===== src/rtl/spi_reg_pkg.sv =====
// Shared definitions for the SPI register bridge: FSM states, command byte layout, defaults.
package spi_reg_pkg;

  typedef enum logic [1:0] {
    ST_IDLE,
    ST_CMD,
    ST_DATA
  } state_e;

  // Command byte layout
  localparam int unsigned CMD_WR       = 7;
  localparam int unsigned CMD_INC      = 6;
  localparam int unsigned CMD_ADDR_MSB = 5;
  localparam int unsigned CMD_ADDR_LSB = 0;
  localparam int unsigned ADDR_W       = 6;

  localparam logic [7:0] DEV_ID_DEFAULT = 8'hA5;

endpackage


===== src/rtl/sync_2ff.sv =====
// Generic two-flop synchronizer with asynchronous active-low reset and selectable reset value.
module sync_2ff #(
  parameter logic RESET_VAL = 1'b0
) (
  input  logic clk,
  input  logic resetn,
  input  logic d,
  output logic q
);

  logic meta_q;
  logic sync_q;

  // Two-stage shift toward the clk domain
  always_ff @(posedge clk or negedge resetn) begin
    if (!resetn) begin
      meta_q <= RESET_VAL;
      sync_q <= RESET_VAL;
    end else begin
      meta_q <= d;
      sync_q <= meta_q;
    end
  end

  assign q = sync_q;

endmodule


===== src/rtl/spi_reg_bridge.sv =====
// Byte-level SPI command decoder with an 8-bit register bank and a combinational MISO byte mux.
module spi_reg_bridge
  import spi_reg_pkg::*;
#(
  parameter int unsigned NUM_REGS  = 16,
  parameter logic [7:0]  DEV_ID    = DEV_ID_DEFAULT,
  parameter logic [7:0]  RESET_VAL = 8'h00
) (
  input  logic                  clk,
  input  logic                  resetn,
  input  logic                  spi_cs,
  input  logic                  rx_dv,
  input  logic [7:0]            rx_byte,
  output logic [7:0]            tx_byte,
  output logic [NUM_REGS*8-1:0] regs_flat,
  output logic                  wr_stb,
  output logic [ADDR_W-1:0]     wr_addr,
  output logic [7:0]            wr_data,
  output logic                  frame_active
);

  localparam logic [ADDR_W:0] NumRegsW = (ADDR_W + 1)'(NUM_REGS);

  logic              cs_sync;
  state_e            state_q, state_d;
  logic [ADDR_W-1:0] addr_q;
  logic              wr_q;
  logic              inc_q;
  logic [7:0]        regs_q [NUM_REGS];
  logic              wr_stb_q;
  logic [ADDR_W-1:0] wr_addr_q;
  logic [7:0]        wr_data_q;

  logic [ADDR_W:0]   addr_inc;
  logic [ADDR_W:0]   addr_wrap;
  logic [ADDR_W-1:0] addr_next;
  logic              addr_in_range;
  logic              do_cmd;
  logic              do_data;
  logic              do_write;

  // Full 64-entry read view; unimplemented addresses read as zero
  logic [7:0]        rd_tab [2**ADDR_W];

  // CS synchronizer resets high so a reset never looks like a frame start
  sync_2ff #(
    .RESET_VAL(1'b1)
  ) u_cs_sync (
    .clk   (clk),
    .resetn(resetn),
    .d     (spi_cs),
    .q     (cs_sync)
  );

  for (genvar i = 0; i < 2**ADDR_W; i++) begin : g_rd_tab
    if (i < NUM_REGS) begin : g_impl
      assign rd_tab[i] = regs_q[i];
    end else begin : g_zero
      assign rd_tab[i] = 8'h00;
    end
  end

  for (genvar i = 0; i < NUM_REGS; i++) begin : g_flat
    assign regs_flat[8*i +: 8] = regs_q[i];
  end

  assign addr_inc      = {1'b0, addr_q} + 1'b1;
  assign addr_wrap     = addr_inc % NumRegsW;
  assign addr_next     = addr_wrap[ADDR_W-1:0];
  assign addr_in_range = {1'b0, addr_q} < NumRegsW;

  // State register
  always_ff @(posedge clk or negedge resetn) begin
    if (!resetn) begin
      state_q <= ST_IDLE;
    end else begin
      state_q <= state_d;
    end
  end

  // Next state, byte qualifiers and MISO mux; CS high overrides any rx_dv
  always_comb begin
    state_d  = state_q;
    do_cmd   = 1'b0;
    do_data  = 1'b0;
    tx_byte  = DEV_ID;
    if (cs_sync) begin
      state_d = ST_IDLE;
    end else begin
      unique case (state_q)
        ST_IDLE: state_d = ST_CMD;
        ST_CMD: begin
          do_cmd = rx_dv;
          if (rx_dv) state_d = ST_DATA;
        end
        ST_DATA: do_data = rx_dv;
        default: state_d = ST_IDLE;
      endcase
    end
    unique case (state_q)
      ST_CMD:  if (rx_dv) tx_byte = rd_tab[rx_byte[CMD_ADDR_MSB:CMD_ADDR_LSB]];
      ST_DATA: tx_byte = (rx_dv && inc_q) ? rd_tab[addr_next] : rd_tab[addr_q];
      default: tx_byte = DEV_ID;
    endcase
  end

  assign do_write = do_data && wr_q && addr_in_range;

  // Command latch, address pointer and write-report outputs
  always_ff @(posedge clk or negedge resetn) begin
    if (!resetn) begin
      addr_q    <= '0;
      wr_q      <= 1'b0;
      inc_q     <= 1'b0;
      wr_stb_q  <= 1'b0;
      wr_addr_q <= '0;
      wr_data_q <= 8'h00;
    end else begin
      wr_stb_q <= do_write;
      if (do_cmd) begin
        wr_q   <= rx_byte[CMD_WR];
        inc_q  <= rx_byte[CMD_INC];
        addr_q <= rx_byte[CMD_ADDR_MSB:CMD_ADDR_LSB];
      end else if (do_data && inc_q) begin
        addr_q <= addr_next;
      end
      if (do_write) begin
        wr_addr_q <= addr_q;
        wr_data_q <= rx_byte;
      end
    end
  end

  // Register bank
  always_ff @(posedge clk or negedge resetn) begin
    if (!resetn) begin
      for (int i = 0; i < NUM_REGS; i++) regs_q[i] <= RESET_VAL;
    end else begin
      for (int i = 0; i < NUM_REGS; i++) begin
        if (do_write && addr_q == ADDR_W'(i)) regs_q[i] <= rx_byte;
      end
    end
  end

  assign wr_stb       = wr_stb_q;
  assign wr_addr      = wr_addr_q;
  assign wr_data      = wr_data_q;
  assign frame_active = ~cs_sync;

endmodule


===== config.mk =====
export PLATFORM = sky130hd
export DESIGN_NAME = spi_reg_bridge
export DESIGN_NICKNAME = d
export VERILOG_FILES = /design/src/rtl/spi_reg_pkg.sv /design/src/rtl/sync_2ff.sv /design/src/rtl/spi_reg_bridge.sv
export SDC_FILE = /design/constraint.sdc
export NUM_CORES = 1
export LEC_CHECK = 0
export BUFFER_PORTS_ARGS = -buffer_cell sky130_fd_sc_hd__buf_2
export CORE_MARGIN = 1
export CORE_UTILIZATION = 50
export CTS_CLUSTER_SIZE = 10
export DETAILED_ROUTE_END_ITERATION = 10
export HOLD_SLACK_MARGIN = 0.02
export PLACE_DENSITY = 0.73
export REMOVE_ABC_BUFFERS = 1
export SLEW_MARGIN = 20
export SYNTH_ARGS = -nofsm -noshare
export SYNTH_HDL_FRONTEND = slang
export SYNTH_HIERARCHICAL = 1
export SYNTH_SLANG_ARGS = --single-unit

===== constraint.sdc =====
create_clock -name clk -period 3.7 [get_ports clk]
set_input_delay 0.555 -clock clk [delete_from_list [all_inputs] [get_ports clk]]
set_output_delay 0.555 -clock clk [all_outputs]
set_load 0.02 [all_outputs]

==> flow_metrics.py <==
metrics = {
    "run_status": {
        "status": "complete, no violations",
    },
    "die": {
        "io_pins": 164,
        "core_area_mm2": 0.0180,
        "die_area_mm2": 0.0190,
        "initial_utilization_pct": 51.3,
        "std_cell_rows": 49,
        "die_w_um": 138,
        "die_y_um": 138,
    },
    "synth": {
        "synth_top_cell_by_area": "dfrtp_1",
        "ys_seq_area_share_pct": 42.0,
        "synth_area_mm2": 0.00924,
        "synthArstFlopShare_pct": 100,
        "synth_top_area_share_pct": 41.4,
        "synth-edff-count": 0,
        "syn_avg_cell_area_um2": 13.5,
        "dominantRegCellSynth": "dfrtp_1",
        "netlist_instances": 686,
        "synthTopCellsByArea": "dfrtp_1 (41%), mux4_2 (19%), mux2_2 (17%)",
        "yosysWarnings": 6,
        "synth_cell_types": 46,
        "ys_seq_elements": 155,
    },
    "timing": {
        "min_period_ns": 3.49,
        "finalWorstSetupSlack_ns": 0.212,
        "drv_slew": 0,
        "fmax_ghz": 0.287,
        "tightest_slew_ns": 0.919,
        "finalSetupViolations": 0,
        "finalHoldViolCount": 0,
        "rsz0062_at_grt": "false",
        "hold_slack_ns": 0.122,
        "fin_crit_sh_pct": 94.3,
        "finalClockSkew_ns": 0.00738,
        "slew-limit-headroom_pct": 38.7,
    },
    "detailed_routing": {
        "wl_mm": 28.1,
        "drc": 0,
        "ant_nets": 0,
        "drt-initial-drc-count": 602,
        "drtPass1Iterations": 5,
        "route.vias.total": 7272,
        "wl_per_cell_um": 25.7,
        "vias_per_cell": 6.67,
    },
    "critical_path": {
        "crit_fanout": 6,
        "cp_cell_sequence": "ha_1, xor2_4, mux4_2, nor4b_4, o41ai_2, o211ai_1, buf_2",
        "slowest_stage": "mux4_2",
        "path_buf_inv": 1,
        "crit_family": "compound AO/OA/AOI/OAI gates",
        "start_kind": "register",
        "cp.required_ns": 3.14,
        "critPathMaxStageDelay_ns": 0.53,
        "cp.arrival_ns": 2.93,
        "cp-end-kind": "output port",
        "path_class": "register to output port",
    },
    "final_layout": {
        "synthToLayoutAreaGrowth_pct": 18.9,
        "layout_commonest_cell": "buf_2",
        "final_layout_size_suffix_gt1_share_pct": 53.8,
        "layout.nets": 869,
        "fillCellCount": 1469,
        "diodes": 0,
        "mostFrequentLayoutCells": "buf_2 (162), dfrtp_1 (152), mux2_2 (142)",
        "regArea_mm2": 0.00388,
        "multi_input_area_mm2": 0.00507,
        "stdcell_count": 1091,
        "fin_util_pct": 61.0,
    },
    "pwr": {
        "pwr-share-clk_pct": 27.0,
        "swShare_pct": 38.9,
        "ir_worst_vdd_uv": 432,
        "p_leak_uw": 0.00547,
        "powerDensity_mw_per_mm2": 578,
        "internal_power_uw": 3880,
        "seq_power_share_pct": 32.7,
        "netSwitchingPower_uw": 2470,
        "power.total_uw": 6350,
        "p_comb_share_pct": 40.4,
    },
    "global_routing": {
        "antenna_found_initial": 0,
        "grt_max_degree": 71,
        "grt_pass1_vias": 7038,
        "grt_pass1_wl_mm": 42.7,
        "grt_overflow": 0,
        "grt_usage_pct": 31.1,
    },
    "cts": {
        "htreeDepth": 4,
        "clk_pin_slew_ns": 0.06,
        "tritoncts": "yes",
        "cts.sink_count": 155,
        "cts_hold_buf": 0,
        "cts-root-buf": "clkbuf_16",
        "cts_buffer_depth": 2,
        "cts_made_buffers": 17,
        "clock_latency_ns": 0.43,
    },
    "min_path": {
        "min_path_type": "input pin to asynchronous set/reset pin",
    },
    "place": {
        "place_inst": 1056,
        "hpwl_mm": 19.9,
        "port_buffers": 163,
        "dp_slack_ns": 0.484,
        "finalWeightedCongestion": 0.946,
    },
    "flow_run": {
        "cap_violations": 0,
    },
}
==> state kept, by name (all words and copies together), names as in the netlist <==
signal	count
u_cs_sync/meta_q	1
state_q	2
inc_q	1
wr_data	8
addr_q	6
wr_addr	6
regs_flat	128
wr_q	1
u_cs_sync/q	1
wr_stb	1
==> worst paths after layout <==
path	start	to	slack (ns)	cells after the start
max	addr_q[1]	tx_byte[1]	0.21	7
max in group asynchronous	resetn	addr_q[5]	2.68	2
min in group clk	spi_cs	u_cs_sync/meta_q	0.23	1
min	resetn	regs_flat[41]	0.12	1
max reg2reg	addr_q[3]	regs_flat[77]	0.66	3
min reg2reg	u_cs_sync/meta_q	u_cs_sync/q	0.36	0
==> synthesized netlist by cell type (all sizes together), types with 3 or more instances <==
| cell | number |
|---|---|
| o211ai | 3 |
| nor2 | 15 |
| o22ai | 4 |
| ha | 8 |
| a211o | 4 |
| nand4 | 7 |
| dfrtp | 153 |
| a32oi | 3 |
| mux2 | 142 |
| mux4 | 81 |
| clkbuf | 20 |
| o21ai | 8 |
| and3 | 3 |
| a21oi | 16 |
| a22oi | 17 |
| a22o | 7 |
| mux2i | 24 |
| buf | 35 |
| nand2b | 3 |
| nand2 | 51 |
| nor2b | 6 |
| o221ai | 7 |
| nand3 | 36 |
| inv | 9 |
==> cell type report <==
class | instances | share of cell area (%)
clock buffer | 18 | 4.00
clock inverter | 14 | 1.23
inverter | 9 | 0.307
multi-input combinational | 467 | 46.1
sequential | 155 | 35.3
tap | 229 | 2.61
timing repair buffer | 199 | 10.4
==> power groups by stage <==
| stage | clock [µW] | sequential (µW) | combinational (µW) |
|---|---|---|---|
| floorplan | 0 | 2310 | 1350 |
| global route | 1820 | 2090 | 2740 |
| detailed placement | 0 | 2090 | 2450 |
| CTS | 1740 | 2070 | 2470 |
| finish | 1710 | 2070 | 2560 |
| global placement | 0 | 2090 | 2420 |
==> through the flow <==
stage	instance area, µm²	TNS [ns]
after floorplan	8960	-9.21
after global placement	10400	0
after detailed placement	10400	0
after CTS	10900	0
after global routing	11000	0
final	11000	0
==> cells by family (layout without fill, tap and decap cells) <==
logic type,after synthesis,after routing,share of synthesized area [%]
multiplexers,247,247,39.8
flip-flops,155,155,42.0
AND/OR/NAND/NOR,127,127,6.76
AO/OA/AOI/OAI,81,81,6.32
buffers and inverters,64,240,3.36
adder cells (fa/ha/maj),8,8,1.08
XOR/XNOR,4,4,0.664
==> per-layer routing <==
metal	global-route usage, %	vias up	part of all wire (%)
met1	42.8	3751	40
met4	10.6	0	2.9
met5	0	-	0
li1	-	3008	-
met3	6.80	68	8.3
met2	48.9	445	49
==> repair_timing <==
item	in CTS	in global routing
endpoints found under the setup margin	0	5
buffers inserted	0	3
resized for setup	0	3
Power figures use the tool's default switching activity.
